### src/rtl/sn76489_bus_writer.sv
// SN76489 host-side bus writer: turns register updates into latch/data
// bytes driven with CE/WE strobes and paced by the chip's READY line.
module sn76489_bus_writer #(
   parameter int SETUP_CYCLES   = 1,
   parameter int STROBE_MIN     = 4,
   parameter int HOLD_CYCLES    = 1,
   parameter int TIMEOUT        = 64,
   parameter bit SKIP_UNCHANGED = 1'b1
) (
   input  logic       clk,
   input  logic       reset,
   input  logic       in_valid,
   output logic       in_ready,
   input  logic [2:0] in_reg,
   input  logic [9:0] in_value,
   output logic [7:0] psg_data,
   output logic       psg_ce_n,
   output logic       psg_we_n,
   input  logic       psg_ready,
   output logic       busy,
   output logic       done,
   output logic       timeout_err,
   input  logic       err_clr
);

   localparam int MAX_A = (SETUP_CYCLES > HOLD_CYCLES) ? SETUP_CYCLES : HOLD_CYCLES;
   localparam int MAX_B = (STROBE_MIN > TIMEOUT) ? STROBE_MIN : TIMEOUT;
   localparam int MAXP  = (MAX_A > MAX_B) ? MAX_A : MAX_B;
   localparam int CW    = $clog2(MAXP + 1);

   localparam logic [CW-1:0] C_SETUP = CW'(SETUP_CYCLES);
   localparam logic [CW-1:0] C_SMIN  = CW'(STROBE_MIN);
   localparam logic [CW-1:0] C_HOLD  = CW'(HOLD_CYCLES);
   localparam logic [CW-1:0] C_TO    = CW'(TIMEOUT);
   localparam logic [CW-1:0] C_ONE   = CW'(1);

   typedef enum logic [1:0] {
      S_IDLE,
      S_SETUP,
      S_STROBE,
      S_HOLD
   } state_t;

   state_t        r_state;
   logic [CW-1:0] r_cnt;
   logic [7:0]    r_data;
   logic [7:0]    r_dbyte;
   logic          r_pend;
   logic          r_phase;
   logic [1:0]    r_idx;
   logic [5:0]    r_sh [4];
   logic [3:0]    r_sv;
   logic          r_rdy_m;
   logic          r_rdy_s;
   logic          r_ce_n;
   logic          r_we_n;
   logic          r_in_ready;
   logic          r_busy;
   logic          r_done;
   logic          r_err;

   logic          w_tone;
   logic [1:0]    w_idx;
   logic          w_skip;
   logic [7:0]    w_latch;
   logic          w_strobe_ok;
   logic          w_to;

   // Tone registers are the even ones except the noise control (reg 6).
   assign w_tone  = ~in_reg[0] & (in_reg != 3'd6);
   assign w_idx   = in_reg[2:1];
   assign w_skip  = SKIP_UNCHANGED && w_tone && r_sv[w_idx]
                    && (r_sh[w_idx] == in_value[9:4]);
   assign w_latch = (in_reg == 3'd6) ? {5'b11100, in_value[2:0]}
                                     : {1'b1, in_reg, in_value[3:0]};

   assign w_strobe_ok = (r_cnt >= C_SMIN) && r_rdy_s;
   assign w_to        = (r_cnt == C_TO);

   always_ff @(posedge clk) begin
      if (reset) begin
         r_state    <= S_IDLE;
         r_cnt      <= '0;
         r_data     <= 8'h00;
         r_dbyte    <= 8'h00;
         r_pend     <= 1'b0;
         r_phase    <= 1'b0;
         r_idx      <= 2'd0;
         r_sv       <= 4'h0;
         for (int i = 0; i < 4; i++) r_sh[i] <= 6'h00;
         r_rdy_m    <= 1'b0;
         r_rdy_s    <= 1'b0;
         r_ce_n     <= 1'b1;
         r_we_n     <= 1'b1;
         r_in_ready <= 1'b1;
         r_busy     <= 1'b0;
         r_done     <= 1'b0;
         r_err      <= 1'b0;
      end else begin
         r_rdy_m <= psg_ready;
         r_rdy_s <= r_rdy_m;
         r_done  <= 1'b0;
         if (err_clr) r_err <= 1'b0;
         unique case (r_state)
            S_IDLE: begin
               if (in_valid) begin
                  r_data     <= w_latch;
                  r_dbyte    <= {2'b00, in_value[9:4]};
                  r_pend     <= w_tone & ~w_skip;
                  r_phase    <= 1'b0;
                  r_idx      <= w_idx;
                  r_ce_n     <= 1'b0;
                  r_in_ready <= 1'b0;
                  r_busy     <= 1'b1;
                  r_cnt      <= C_ONE;
                  r_state    <= S_SETUP;
               end
            end
            S_SETUP: begin
               if (r_cnt >= C_SETUP) begin
                  r_we_n  <= 1'b0;
                  r_cnt   <= C_ONE;
                  r_state <= S_STROBE;
               end else begin
                  r_cnt <= r_cnt + C_ONE;
               end
            end
            S_STROBE: begin
               if (w_strobe_ok || w_to) begin
                  r_we_n  <= 1'b1;
                  r_cnt   <= C_ONE;
                  r_state <= S_HOLD;
                  // Set wins over a simultaneous err_clr (later NBA).
                  if (!w_strobe_ok) r_err <= 1'b1;
               end else begin
                  r_cnt <= r_cnt + C_ONE;
               end
            end
            S_HOLD: begin
               if (r_cnt >= C_HOLD) begin
                  r_cnt <= C_ONE;
                  if (r_phase) begin
                     r_sh[r_idx] <= r_dbyte[5:0];
                     r_sv[r_idx] <= 1'b1;
                  end
                  if (r_pend) begin
                     r_data  <= r_dbyte;
                     r_pend  <= 1'b0;
                     r_phase <= 1'b1;
                     r_state <= S_SETUP;
                  end else begin
                     r_ce_n     <= 1'b1;
                     r_in_ready <= 1'b1;
                     r_busy     <= 1'b0;
                     r_done     <= 1'b1;
                     r_state    <= S_IDLE;
                  end
               end else begin
                  r_cnt <= r_cnt + C_ONE;
               end
            end
         endcase
      end
   end

   assign in_ready    = r_in_ready;
   assign psg_data    = r_data;
   assign psg_ce_n    = r_ce_n;
   assign psg_we_n    = r_we_n;
   assign busy        = r_busy;
   assign done        = r_done;
   assign timeout_err = r_err;

endmodule

### config.mk
export PLATFORM = sky130hd
export DESIGN_NAME = sn76489_bus_writer
export DESIGN_NICKNAME = d
export VERILOG_FILES = /design/src/rtl/sn76489_bus_writer.sv
export SDC_FILE = /design/constraint.sdc
export NUM_CORES = 1
export LEC_CHECK = 0
export ABC_AREA = 1
export CORE_MARGIN = 1
export CORE_UTILIZATION = 29
export CTS_CLUSTER_DIAMETER = 60
export CTS_CLUSTER_SIZE = 20
export DETAILED_ROUTE_END_ITERATION = 6
export SYNTH_ARGS = -nofsm -noshare
export SYNTH_HDL_FRONTEND = slang
export SYNTH_SLANG_ARGS = --single-unit
### constraint.sdc
create_clock -name clk -period 3.6 [get_ports clk]
set_clock_uncertainty 0.15 [all_clocks]
set_input_delay 0.9 -clock clk [delete_from_list [all_inputs] [get_ports clk]]
set_output_delay 0.9 -clock clk [all_outputs]
set_load 0.02 [all_outputs]
# --- Word-level counts from Yosys, hierarchy flattened ---
# Memories as Yosys holds them, arrays and structs flattened.
# Index checks and enable logic that the tools add are counted.
word_totals:
  regBits: 38
  ram_bits: 24
  input_bits: 18
  wordCells: 110
  n_memories: 1
memory_table:
  columns: ["name", "words", "word_bits", "rd", "rd_clocked_by_memory_dff", "wr", "line", "rtl"]
  rows:
  - ["r_sh", 4, 6, 1, 0, 4, "51", "logic [5:0] r_sh [4];"]
op_classes:
  addsub: 1
  order_cmp: 5
  eq_ne: 13
  mux: 50
  bitwise: 7
  reduce_logical: 18
op_table:
  columns: ["cell", "n"]
  rows:
  - ["$mux 7", 4]
  - ["$mux 1", 27]
  - ["$mux 8", 3]
  - ["$pmux 7 s3", 1]
  - ["$pmux 8 s2", 1]
  - ["$ne 2x2->1 const B", 6]
  - ["$reduce_and 4->1", 3]
  - ["$mux 2", 5]
  - ["$pmux 1 s2", 5]
  - ["$reduce_and 3->1", 3]
  - ["$pmux 2 s4", 1]
  - ["$add 7x1->7 const B", 1]
  - ["$eq 7x7->1 const B", 1]
  - ["$ge 7x1->1 const B", 1]
  - ["$ge 7x3->1 const B", 1]
  - ["$eq 6x6->1", 1]
  - ["$lt 2x3->1 const B", 2]
  - ["$mux 6", 1]
  - ["$reduce_or 6->1", 1]
  - ["$eq 2x2->1 const B", 2]
  - ["$logic_and 1x1->1", 4]
  - ["$not 1->1", 4]
  - ["$or 4x4->4", 1]
  - ["$reduce_bool 2->1", 2]
  - ["other kinds (12)", 13]

# --- Logic depth before layout (Yosys ltp) ---
# Gate-level depths: netlist of the first run.
depth:
  ltp_word: 8
  mapped_depth: 13
  ltp_nobuf: 12

# --- Least setup slack after synthesis of the first run ---
# OpenSTA, ideal clock, no wires.
synth_path:
  path_type: "in2reg"
  from: "input port reset"
  to: "memory r_sh[0][0] (enable)"
  setup_time_ns: 0.318
  arrival_time_ns: 1.711
  t_required_ns: 3.132
  slack_ns: 1.421
  stages: 6
  cell_sequence: "clkbuf_1 -> inv_2 -> nand2_2 -> nor2_1 -> nand2_2 -> nand2_1"
synth_rtl:
  columns: ["item", "line", "rtl"]
  rows:
  - ["start: declaration", "11", "input logic reset,"]
  - ["end: declaration", "51", null]

# --- Final worst setup path of the first run ---
layout_path:
  from: "input port in_reg[2]"
  to: "register r_pend"
layout_between:
  elab_chain_cells: 8
layout_rtl:
  columns: ["item", "line", "rtl"]
  rows:
  - ["start: declaration", "14", "input logic [2:0] in_reg,"]
  - ["parallel branches: the longest is 5 deep, another holds $mem_v2 4x6", null, null]
  - ["$and 1x1->1 *", "109", "r_pend <= w_tone & ~w_skip;"]
  - ["$mux 1 *", "106", "if (in_valid) begin"]
  - ["$pmux 1 s2 *", "104", "unique case (r_state)"]
  - ["end signal: assignment", "109", null]
  - ["end: declaration", "48", "logic r_pend;"]
# Every way passes the cells marked *. The select of a mux whose other input is x is not followed.
# A chain may end at the register's enable or synchronous reset.

==> metrics.txt, run 1 <==
status=finished clean; Final Critical Period=2595 ps; post-DP HPWL=about 5000 um; routed len/inst=between 10 and 15 um; Post-Syn Area=between 0.002 and 0.003 mm2; CP Data Required Time=between 3000 and 4000 ps; CTS Root Cell=clkbuf_8; Register-to-Register Path Depth=7; total CTS buffers=9; Detailed Route WL=approximately 7000 um; grt total ovfl=0; Yosys cell types=29; H-tree Lvls=3; CP startpoint=in_reg[2]; WP data arrival=2660 ps; Hold Buf Count CTS=0; setup slack, reg-to-reg=between 1000 and 1500 ps; Hold Violations, Final=0; Fmax=between 0.3 and 0.4 GHz; Port Buffers=31; antenna violations before repair=0; Clock Tree Buf Depth=2; clock-pin slew on the worst setup and hold paths=approximately 70 ps; largest net degree at the start of global routing=28; Post-DRT Antenna Nets=0; # clock sinks=between 60 and 70; vias in the first global route=roughly 2,500; CTS tree=yes; syn_area_per_cell=a little under 8 um2; Post-Synthesis Cells=around 370; Pleak=between 1 and 1.5 nW; commonest non-fill, non-tap cell in the layout=nand2_1; Reg area=~0.0015 mm2; placed inst area=between 0.003 and 0.004 mm2; register area share after synthesis=0.5006; DR iter-0 viols=between 100 and 150; TNS Setup=0 ps; most frequent cells in the layout=nand2_1, nor2_1, nand3_1; core area=around 0.0098 mm2; Max-Cap Viols=0; Die Width=just over 100 um; Slew Limit Fails=0; largest area contributor in the netlist=dfxtp_1; worst flop-to-flop path endpoint=r_sh[0][4]; die height=103.0 um; maximum vdd drop=about 330 uV; CP startpoint kind=input pin; Initial Utilization=0.3014; worst slack at placement=around 690 ps; Site Rows=36; fin nets=around 430; post-route cell area=roughly 0.0036 mm2; drt via density=about 4.6; ANT cells=0; power per cell area=between 600 and 700 mW/mm2; Finish-stage setup viols=0; worst-path fanout max=11; EDFF count, synth=24; CP endpoint=r_pend; synth-to-layout area growth=22.03%; residual DRC count=0; Die Area=0.01061 mm2; GRT Total Usage=0.1430; postcts setup bufs=0; cells resized by post-CTS repair=0; Tightest Pin Transition=484.5 ps; RSZ-0062 raised after global routing=no; post-layout worst setup margin=1005 ps; fin util=0.3677; fill cell count=1,060; Yosys reg bits=62; area of the multi-input gates=0.001269 mm2; share of cells above drive strength 1=0.07335; worst-skew pair later-pin latency=340 ps; relative slew slack=0.6760; Crit Path Category=in -> reg; HP Class=reg -> reg; Syn. warnings=0; Synth Flop Type=dfxtp_1; global-route wire length before repair=~11,000 um; top-area cell type share of the netlist area=0.2571; asr flop ratio synth=0; routed via count=between 2,000 and 3,000; Crit. End Element=register; syn nets=between 300 and 400; Final GP Congestion=approximately 0.87; top cells by area, synth=dfxtp_1, edfxtp_1, nand2_1, nand3_1, nor2_1; DRT Pass-1 Iters=4; IO Pins=32; launch point of the worst reg-to-reg path=r_state[0]; final period utilization=0.7207
cell usage after synthesis, types with 4 or more instances:
library cell   n
clkbuf_1       5
o21ai_0       21
a21oi_1       29
nor3_1         5
nand2_1       92
dfxtp_1       38
inv_1         35
nand3_1       40
nor2_1        42
xor2_1         4
ha_1           7
edfxtp_1      24
buf_2          5
power breakdown:
group          internal (W)  switching, W
clock              0.000406      0.000275
combinational      0.000236      0.000427
sequential         0.000823     0.0000624
total               0.00147      0.000764
how the worst min path moves through the flow:
stage,from,endpoint,cells after the start
floorplan,r_rdy_m,r_rdy_s,2
global placement,r_rdy_m,r_rdy_s,2
detailed placement,r_rdy_m,r_rdy_s,2
CTS,r_rdy_m,r_rdy_s,2
global route,r_rdy_m,r_rdy_s,2
finish,r_rdy_m,r_rdy_s,2
kinds of logic (layout without fill, tap and decap cells):
group	after synthesis	count (layout)	share of synthesized area
flops	62	62	0.5006
xor+xnor	4	4	0.01184
buf+inv	52	88	0.07061
simple gates	193	193	0.2913
fa+ha+maj	7	7	0.02960
compound gates	55	55	0.09598
cell type report:
cell class                 count  share of cell area
sequential                    62              0.4103
multi-input combinational    259              0.3514
timing repair buffer          33             0.09009
tap                          133             0.04608
inverter                      39             0.04054
clock buffer                  10             0.03812
clock inverter                 6             0.02356
registers in the layout (all words and copies together), names as in the netlist:
| signal | cells |
|---|---|
| done | 1 |
| r_rdy_s | 1 |
| r_state | 2 |
| r_sh | 24 |
| r_cnt | 7 |
| busy | 1 |
| r_dbyte | 6 |
| r_phase | 1 |
| in_ready | 1 |
| timeout_err | 1 |
| psg_we_n | 1 |
| r_pend | 1 |
| psg_data | 8 |
| r_rdy_m | 1 |
| r_sv | 4 |
| r_idx | 2 |
per-layer routing:
metal	share of wire	global-route usage	vias to the layer above
met5	0	0	-
met4	0.016	0.04875	0
met3	0.069	0.04407	13
met2	0.45	0.2308	71
met1	0.46	0.1815	1134
li1	-	-	1285
per-stage QoR:
stage	cells	hold slack (ps)	power, W
after floorplan	373	238.3	0.001325
after global placement	526	241.9	0.001557
after detailed placement	526	244.8	0.001561
after CTS	542	257.1	0.002244
after global routing	542	269.2	0.002347
final	542	256.7	0.002229
worst max-delay path: stages:
cell and delay (ps):
clkdlybuf4s50_1 770, inv_1 230, nand3_1 200, nand2_1 70, nand2_1 60, nand3_1 70, nor2_1 120, nand2_1 110
nand2_1 80, a21oi_1 50
No activity file was read; power rests on OpenSTA's default activity.
==> run 2, diff against run 1 <==
Clock period 3.6 ns to 2.65 ns, I/O delays scaled along.
==> run 2 against run 1 <==
Compared with the run above:
- clock power is 21% higher
- sequential cell count stayed put
- hold slack better by 0.54 ps
- combinational power is 39% higher
- non-clock buffer count increased by 8
- sequential power up 37%
- cell area rose by 0.97%
- core utilization rose by 0.36 points
- global-route usage increased by 1.1 points
- worst setup slack worse by 750 ps
- die area did not move
- largest cell class unchanged
==> metrics.txt, run 2 (same netlist as run 1, synthesis figures left out) <==
status=finished clean; routed via count=between 2,000 and 3,000; Finish-stage setup viols=0; Hold Violations, Final=0; power share of the sequential group=0.408; fill cell count=~1,000; worst-skew pair later-pin latency=between 300 and 400 ps; residual DRC count=0; Register-to-Register Path Depth=9; Die Area=between 0.01 and 0.015 mm2; Crit. End Element=register; total CTS buffers=9; Hold Buf Count CTS=0; Die Width=103.0 um; post-route cell area=between 0.003 and 0.004 mm2; relative slew slack=0.7029; Combinational Power Share=0.313; worst hold stages=2; Site Rows=36; die height=103.0 um; Final Critical Period=around 2400 ps; core area=between 0.009 and 0.01 mm2; Detailed Route WL=7474 um; post-DP HPWL=between 5000 and 6000 um; Crit Path Category=reg -> reg; RSZ-0062 raised after global routing=no; CP Data Required Time=2540 ps; Clock Tree Buf Depth=2; CP startpoint kind=register; Net Sw Frac=0.3583; ANT cells=0; Cell Int Power=0.001894 W; synth-to-layout area growth=23.21%; Max-Cap Viols=0; clock-pin slew on the worst setup and hold paths=roughly 70 ps; Tightest Pin Transition=445.2 ps; share of total power in the clock network=0.279; cells resized by post-CTS repair=0; # clock sinks=62; Slew Limit Fails=0; Port Buffers=31; Fmax=between 0.4 and 0.5 GHz; Final GP Congestion=approximately 0.89; drt via density=around 4.7; total power=0.002952 W; antenna violations before repair=0; Post-DRT Antenna Nets=0; postcts setup bufs=0; largest net degree at the start of global routing=28; TNS Setup=0 ps; grt total ovfl=0; IO Pins=32; CTS tree=yes; Pleak=roughly 1.5 nW; DR iter-0 viols=approximately 120; GRT Total Usage=0.1537; DRT Pass-1 Iters=5; final period utilization=0.9048; Largest Register=r_sh; WP data arrival=2290 ps; routed len/inst=13.59 um; worst-path fanout max=8; global-route wire length before repair=~12,000 um; max reg flops=24; most frequent cells in the layout=nand2_1, nor2_1, nand3_1; HP Class=reg -> reg; P_sw=0.001058 W; Initial Utilization=0.3014; vias in the first global route=between 2,000 and 2,500; placed inst area=~0.0034 mm2; maximum vdd drop=slightly below 700 uV; CTS Root Cell=clkbuf_8; fin nets=437; power per cell area=around 810 mW/mm2; H-tree Lvls=3; share of cells above drive strength 1=0.09353; commonest non-fill, non-tap cell in the layout=nand2_1; fin util=0.3713
-- run 2: changes by cell type in the layout (fill, tap and decap cells not counted), sizes merged --
cell    change
clkinv      +1
clkbuf      -1
bufinv      -1
inv         +1
buf         +8
-- run 2: worst paths after layout --
| path | from | end | slack, ps |
|---|---|---|---|
| max | r_cnt[1] | r_sh[0][0] | 250 |
| min | r_rdy_m | r_rdy_s | 260 |
| max reg2reg | r_cnt[1] | r_sh[0][0] | 250 |
| min reg2reg | r_rdy_m | r_rdy_s | 260 |
-- run 2: metrics by stage --
step / hold WS [ps] / instances / setup slack (ps)
after floorplan: 238.3 / 373 / 629.1
after global placement: 246.7 / 534 / 287.9
after detailed placement: 250.2 / 534 / 241.0
after CTS: 261.9 / 550 / 267.0
after global routing: 280.1 / 550 / 103.2
final: 257.2 / 550 / 252.3
-- run 2: worst max-delay path: stages, from the launching register on --
cell	delay (ps)
dfxtp_1	400
inv_1	90
ha_1	180
nor3_1	280
nor3b_2	360
nor3_4	100
nand2_2	80
nor2_1	50
nand2_2	170
nand2_1	250
-- run 2: metal layers --
metal  part of all wire  global-route usage
met1               0.46              0.1964
met2               0.46              0.2513
met3              0.054             0.03729
met4              0.019             0.05850
met5                  0                   0
-- run 2: final cells by class --
type / count / area [um2] / share of cell area
Sequential cell: 62 / 1481 / 0.4063
Tap cell: 133 / 166.4 / 0.04564
Inverter: 39 / 146.4 / 0.04015
Clock buffer: 9 / 123.9 / 0.03397
Multi-Input combinational cell: 259 / 1269 / 0.3480
Clock inverter: 7 / 73.82 / 0.02025
Timing Repair Buffer: 41 / 385.4 / 0.1057
-- run 2: power groups by stage --
stage          clock (W)  sequential, W  combinational [W]
4_1_cts         0.000840        0.00120           0.000926
2_1_floorplan          0        0.00128           0.000518
3_5_place_dp           0        0.00122           0.000919
6_report        0.000823        0.00121           0.000924
5_1_grt         0.000885        0.00122            0.00103
3_3_place_gp           0        0.00122           0.000918
==> run 3, diff against run 2 <==
Settings changed: CAP_MARGIN set to 0.
==> results of run 3 <==
Final layout, timing and power as in run 2 (identical DEF).
==> patch 1 (flow settings as in run 1) <==
Set the parameter `TIMEOUT` to 256 (it was 64).
--- a/src/rtl/sn76489_bus_writer.sv
+++ b/src/rtl/sn76489_bus_writer.sv
@@ -6,3 +6,3 @@
    parameter int HOLD_CYCLES    = 1,
-   parameter int TIMEOUT        = 64,
+   parameter int TIMEOUT        = 256,
    parameter bit SKIP_UNCHANGED = 1'b1
Function: no difference found for any inputs over 10 cycles, from zero or initial values and one cycle with reset high; that may be too few to reach the edited logic, so the function may still have changed.
==> patch 1 against run 1 <==
  * Utilization is 0.47 points lower
  * Cell area is 4.7% higher
  * Global-route usage shrank 1.2 points
  * Area after synthesis grew 6.0%
  * Non-clock buffer count grew 2
  * Die area up 5.9%
  * Wire length about the same
  * Sequential share of layout area is 0.79 points lower
  * Setup slack improved by 0.085 ns
  * Power is 3.0% higher
  * Sequential cell count is 2 higher
  * First-iteration DRC count down 5.9%
  * Count of clock-buffer cells in the layout is 1 lower
  * Critical endpoint unchanged
  * Largest cell class unchanged
  * Highest routed layer unchanged
==> patch 1: results (changes against run 1) <==
Run status
  – Outcome: finished clean

Drt
  – Via Count: 2552 (+2.0%)
  – Total routed wirelength: 6950 um (about the same)
  – DRT Pass-1 Iters: 4 (unchanged)
  – Drt initial violations: 128 (-5.9%)

Power and ir drop
  – Leak: 1.53 nW (+6.5%)
  – Sw frac: 0.359 (+0.0161)
  – Peak supply drop: 0.332 mV (-0.89%)

Synth
  – Syn Nets: 404 (+1.5%)
  – EDFF count, synth: 24 (unchanged)
  – Post-synth cell types: 30 (+3.4%)
  – Synth cell count leaders: 93 x nand2_1, 40 x dfxtp_1, 36 x nor2_1, 35 x inv_1, 29 x a21oi_1
  – Top-area cell type share of the netlist area: 0.255 (-0.00180)
  – Ranking of synthesized cells by area: dfxtp_1 26%, edfxtp_1 23%, nand2_1 11%
  – Sequential share of the synthesized area: 0.485 (-0.0156)
  – Ys Warns: 0 (unchanged)

Setup path
  – CP max stage delay: 0.75 ns (-0.02 ns)
  – Worst EP arrival: 2.58 ns (-0.08 ns)
  – Reg2Reg Setup Slack: 1.39 ns (+0.24 ns)
  – Reg2Reg Depth: 8 (+1)
  – Worst R2R End: in_ready
  – Start point of the critical path: in_reg[2]
  – Slowest-stage cell, CP: clkdlybuf4s50_1
  – Crit-path leading delay family: buffers and inverters
  – Reg2reg start: r_state[1]

Worst hold path
  – Worst Hold Launch: r_rdy_m
  – Min-Delay Path Depth: 2 (unchanged)

Timing
  – Final Max Slew Viols: 0 (unchanged)
  – Hold Slack: 0.256 ns (-0.00103 ns)
  – Slew headroom: 0.691 (+0.0152)

Place
  – IO Port Bufs: 31 (unchanged)
  – Post-DP HPWL: 5130 um (+2.2%)
  – Area post-placement: 0.00357 mm^2 (+5.4%)
  – Final RePlAce weighted congestion: 0.906 (+4.2%)

Clock network
  – Clk buf depth: 2 (unchanged)
  – Total CTS buffers: 9 (unchanged)
  – Root buffer cell: clkbuf_8
  – Post-CTS sizing: 0 (unchanged)
  – CTS clk-pin slew, worst paths: 0.07 ns (about the same)
  – H-tree levels: 3 (unchanged)

GRT
  – Aggregate global-route resource usage: 0.131 (-0.0116)
  – Number of global-route vias before repair: 2438 (-0.85%)
  – Initial antenna violation count: 0 (unchanged)
  – First-pass GRT wire length: 11600 um (+0.90%)
  – Pin count of the biggest net entering global routing: 27 (-3.6%)

Cells and area
  – Diode count: 0 (unchanged)
  – Max reg flops: 24 (unchanged)
  – Fill cells: 1081 (+2.0%)
  – Share of layout cells above drive strength 1: 0.0916 (+0.0182)
  – Total Nets Final: 435 (+1.4%)

Job
  – Max-cap viol count: 0 (unchanged)
## patch 1: changes by cell type in the layout (fill, tap and decap cells not counted), moves of 5 or more
cell,change
nand3b_1,+8
nor2_1,-6
nand4_1,+9
a31oi_1,+6
nand3_1,-14
nand2_4,+5
o21ai_0,-7
## patch 1: cell type report
| cell class | count | area, um^2 | area share |
|---|---|---|---|
| clock inverter | 7 | 86.3 | 0.0228 |
| sequential | 64 | 1520 | 0.402 |
| multi-input combinational | 263 | 1400 | 0.370 |
| timing repair buffer | 35 | 340 | 0.0900 |
| inverter | 37 | 139 | 0.0367 |
| tap | 136 | 170 | 0.0450 |
| clock buffer | 9 | 124 | 0.0328 |
## patch 1: stage by stage
stage / util / setup WS [ns] / instances
5_1_grt: 0.363 / 0.877 / 551
4_1_cts: 0.363 / 1.07 / 551
3_3_place_gp: 0.343 / 0.708 / 535
3_5_place_dp: 0.343 / 0.712 / 535
6_report: 0.363 / 1.09 / 551
2_1_floorplan: - / 1.38 / 379
## patch 1: logic make-up after synthesis
group / Yosys count / synth area share
simple gates: 194 / 0.305
flops: 64 / 0.485
compound gates: 55 / 0.0937
buf+inv: 52 / 0.0686
xor+xnor: 7 / 0.0195
fa+ha+maj: 7 / 0.0279
## patch 1: power groups by stage
stage	logic [W]	registers [W]	clock network (W)
finish	0.000745	0.000895	0.000656
global route	0.000840	0.000906	0.000696
CTS	0.000750	0.000896	0.000666
detailed placement	0.000747	0.000912	0
global placement	0.000743	0.000908	0
floorplan	0.000496	0.000937	0
## patch 1: worst max-delay path by stage
stage / endpoint / depth (start not counted) / slack (ns)
after floorplan: r_sh[2][0] / 5 / 1.38
after global placement: r_pend / 10 / 0.71
after detailed placement: r_pend / 10 / 0.71
after CTS: r_pend / 10 / 1.07
after global routing: r_pend / 10 / 0.88
final: r_pend / 10 / 1.09
## patch 1: tightest hold or removal path, delay by kind of cell, from the launching register on
family                 cells  cell delay [ns]
flip-flops                 1             0.30
buffers and inverters      1             0.04
AND/OR/NAND/NOR            1             0.03
## patch 1: layer usage
metal | vias to the layer above | routed length [um] | track usage
met5 | - | 0 | 0
met4 | 0 | 251 | 0.0764
met3 | 19 | 308 | 0.0196
met2 | 65 | 3210 | 0.214
met1 | 1153 | 3180 | 0.166
li1 | 1315 | - | -
==> patch 2 (settings of run 1) <==
Made on the original files. Encoding of `state_t`: now Gray code (2 bits for 4 states).
--- a/src/rtl/sn76489_bus_writer.sv
+++ b/src/rtl/sn76489_bus_writer.sv
@@ -37,6 +37,6 @@
    typedef enum logic [1:0] {
-      S_IDLE,
-      S_SETUP,
-      S_STROBE,
-      S_HOLD
+      S_IDLE   = 2'b00,
+      S_SETUP  = 2'b01,
+      S_STROBE = 2'b11,
+      S_HOLD   = 2'b10
    } state_t;
Function: no difference found for any inputs over 10 cycles, from zero or initial values and one cycle with reset high; not proved beyond that.
==> patch 2 against run 1 <==
  * Clock power up 2.9%
  * Via count shrank 1.2%
  * Critical endpoint unchanged
  * Wire length increased by 4.3%
  * Area after synthesis increased by 0.76%
  * Setup slack worse by 0.058 ns
  * Power rose by 2.7%
  * Sequential cell count did not move
  * Cell area grew 1.5%
==> patch 2: results (changes against run 1) <==
Run status
  – Outcome: finished clean

Clock network
  – Root buffer cell: clkbuf_8
  – Total CTS buffers: 9 (unchanged)
  – Clk buf depth: 2 (unchanged)
  – Post-CTS sizing: 0 (unchanged)
  – Setup bufs post-CTS: 0 (unchanged)

Place
  – Setup slack at placement: 0.613 ns (-0.0781 ns)
  – Post-DP HPWL: 5280 um (+5.1%)
  – Area post-placement: 0.00343 mm^2 (+1.2%)
  – IO Port Bufs: 31 (unchanged)
  – Placed insts: 525 (-0.19%)
  – Final RePlAce weighted congestion: 0.906 (+4.1%)

Drt
  – Drt wl/cell: 13.4 um (+4.5%)
  – DRT Pass-1 Iters: 4 (unchanged)
  – Met2 WL: 3470 um (+10%)
  – Met1 WL: 3320 um (+3.1%)
  – Via Count: 2474 (-1.2%)
  – Routed wl met3: 306 um (-36%)
  – Drt initial violations: 143 (+5.1%)

GRT
  – Aggregate global-route resource usage: 0.145 (+0.00219)
  – Number of global-route vias before repair: 2359 (-4.1%)
  – Pin count of the biggest net entering global routing: 18 (-36%)
  – Initial antenna violation count: 0 (unchanged)
  – First-pass GRT wire length: 11400 um (-0.37%)
  – Met2 usage: 0.242 (+0.0112)
  – Grt met1 use: 0.181 (-0.000644)
  – GR Util met3: 0.0262 (-0.0179)

Power and ir drop
  – Clock distribution power: 0.000701 W (+2.9%)
  – Sw frac: 0.358 (+0.0151)
  – Leak: 1.45 nW (+0.70%)
  – Peak supply drop: 0.245 mV (-27%)
  – Combinational Power Share: 0.311 (+0.014)
  – Internal power: 0.00147 W (+0.34%)

Setup path
  – Crit-path leading delay family: buffers and inverters
  – Maximum fanout along the worst path: 17 (+6)
  – CP max stage delay: 0.84 ns (+0.07 ns)
  – Worst EP arrival: 2.73 ns (+0.07 ns)

Timing
  – Slew @ Worst Pin: 0.581 ns (+0.0965 ns)

Cells and area
  – Final std cells w/o fill: 541 (-0.18%)
  – Total Nets Final: 428 (-0.23%)
  – Share of layout cells above drive strength 1: 0.105 (+0.0320)
  – Max reg flops: 24 (unchanged)

Synth
  – Syn avg cell area: 8.10 um^2 (+2.1%)
  – Sequential share of the synthesized area: 0.497 (-0.00378)
  – Ranking of synthesized cells by area: dfxtp_1 26%, edfxtp_1 24%, nand2_1 12%
  – Syn Nets: 393 (-1.3%)
  – XOR/XNOR Fraction of Synth Area: 0.00587 (-0.00596)
  – Compound-Gate Fraction of Synth Area: 0.0990 (+0.00305)
  – Synth cell count leaders: 95 x nand2_1, 40 x nor2_1, 38 x dfxtp_1, 36 x inv_1
  – Post-synthesis adder-cell area fraction: 0.0294 (-0.000224)
  – Post-synth cell types: 32 (+10%)
-- patch 2: cell types whose count changed after synthesis, sizes merged, moves of 4 or more --
cell	delta
nor2	+4
inv	+4
nand3	-10
nor3	-6
nand2	+5
a31oi	+5
o21ai	-5
-- patch 2: path summary, 6_finish.rpt --
kind / slack (ns) / cells after the start / from / end
min reg2reg: 0.26 / 2 / r_rdy_m / r_rdy_s
max reg2reg: 1.40 / 10 / r_state[0] / r_sh[0][1]
min: 0.26 / 2 / r_rdy_m / r_rdy_s
max: 0.95 / 12 / in_reg[1] / r_pend
-- patch 2: tightest hold or removal path: stages (launching register included) --
cell and delay, ns:
dfxtp_1 0.30, inv_1 0.04, nor2_1 0.03
-- patch 2: layout make-up --
type                       instances  area (um^2)
clock buffer                      11          174
timing repair buffer              34          333
fill                            1012         6200
sequential                        62         1480
tap                              133          166
inverter                          42          160
multi-input combinational        254         1290
clock inverter                     5         60.1
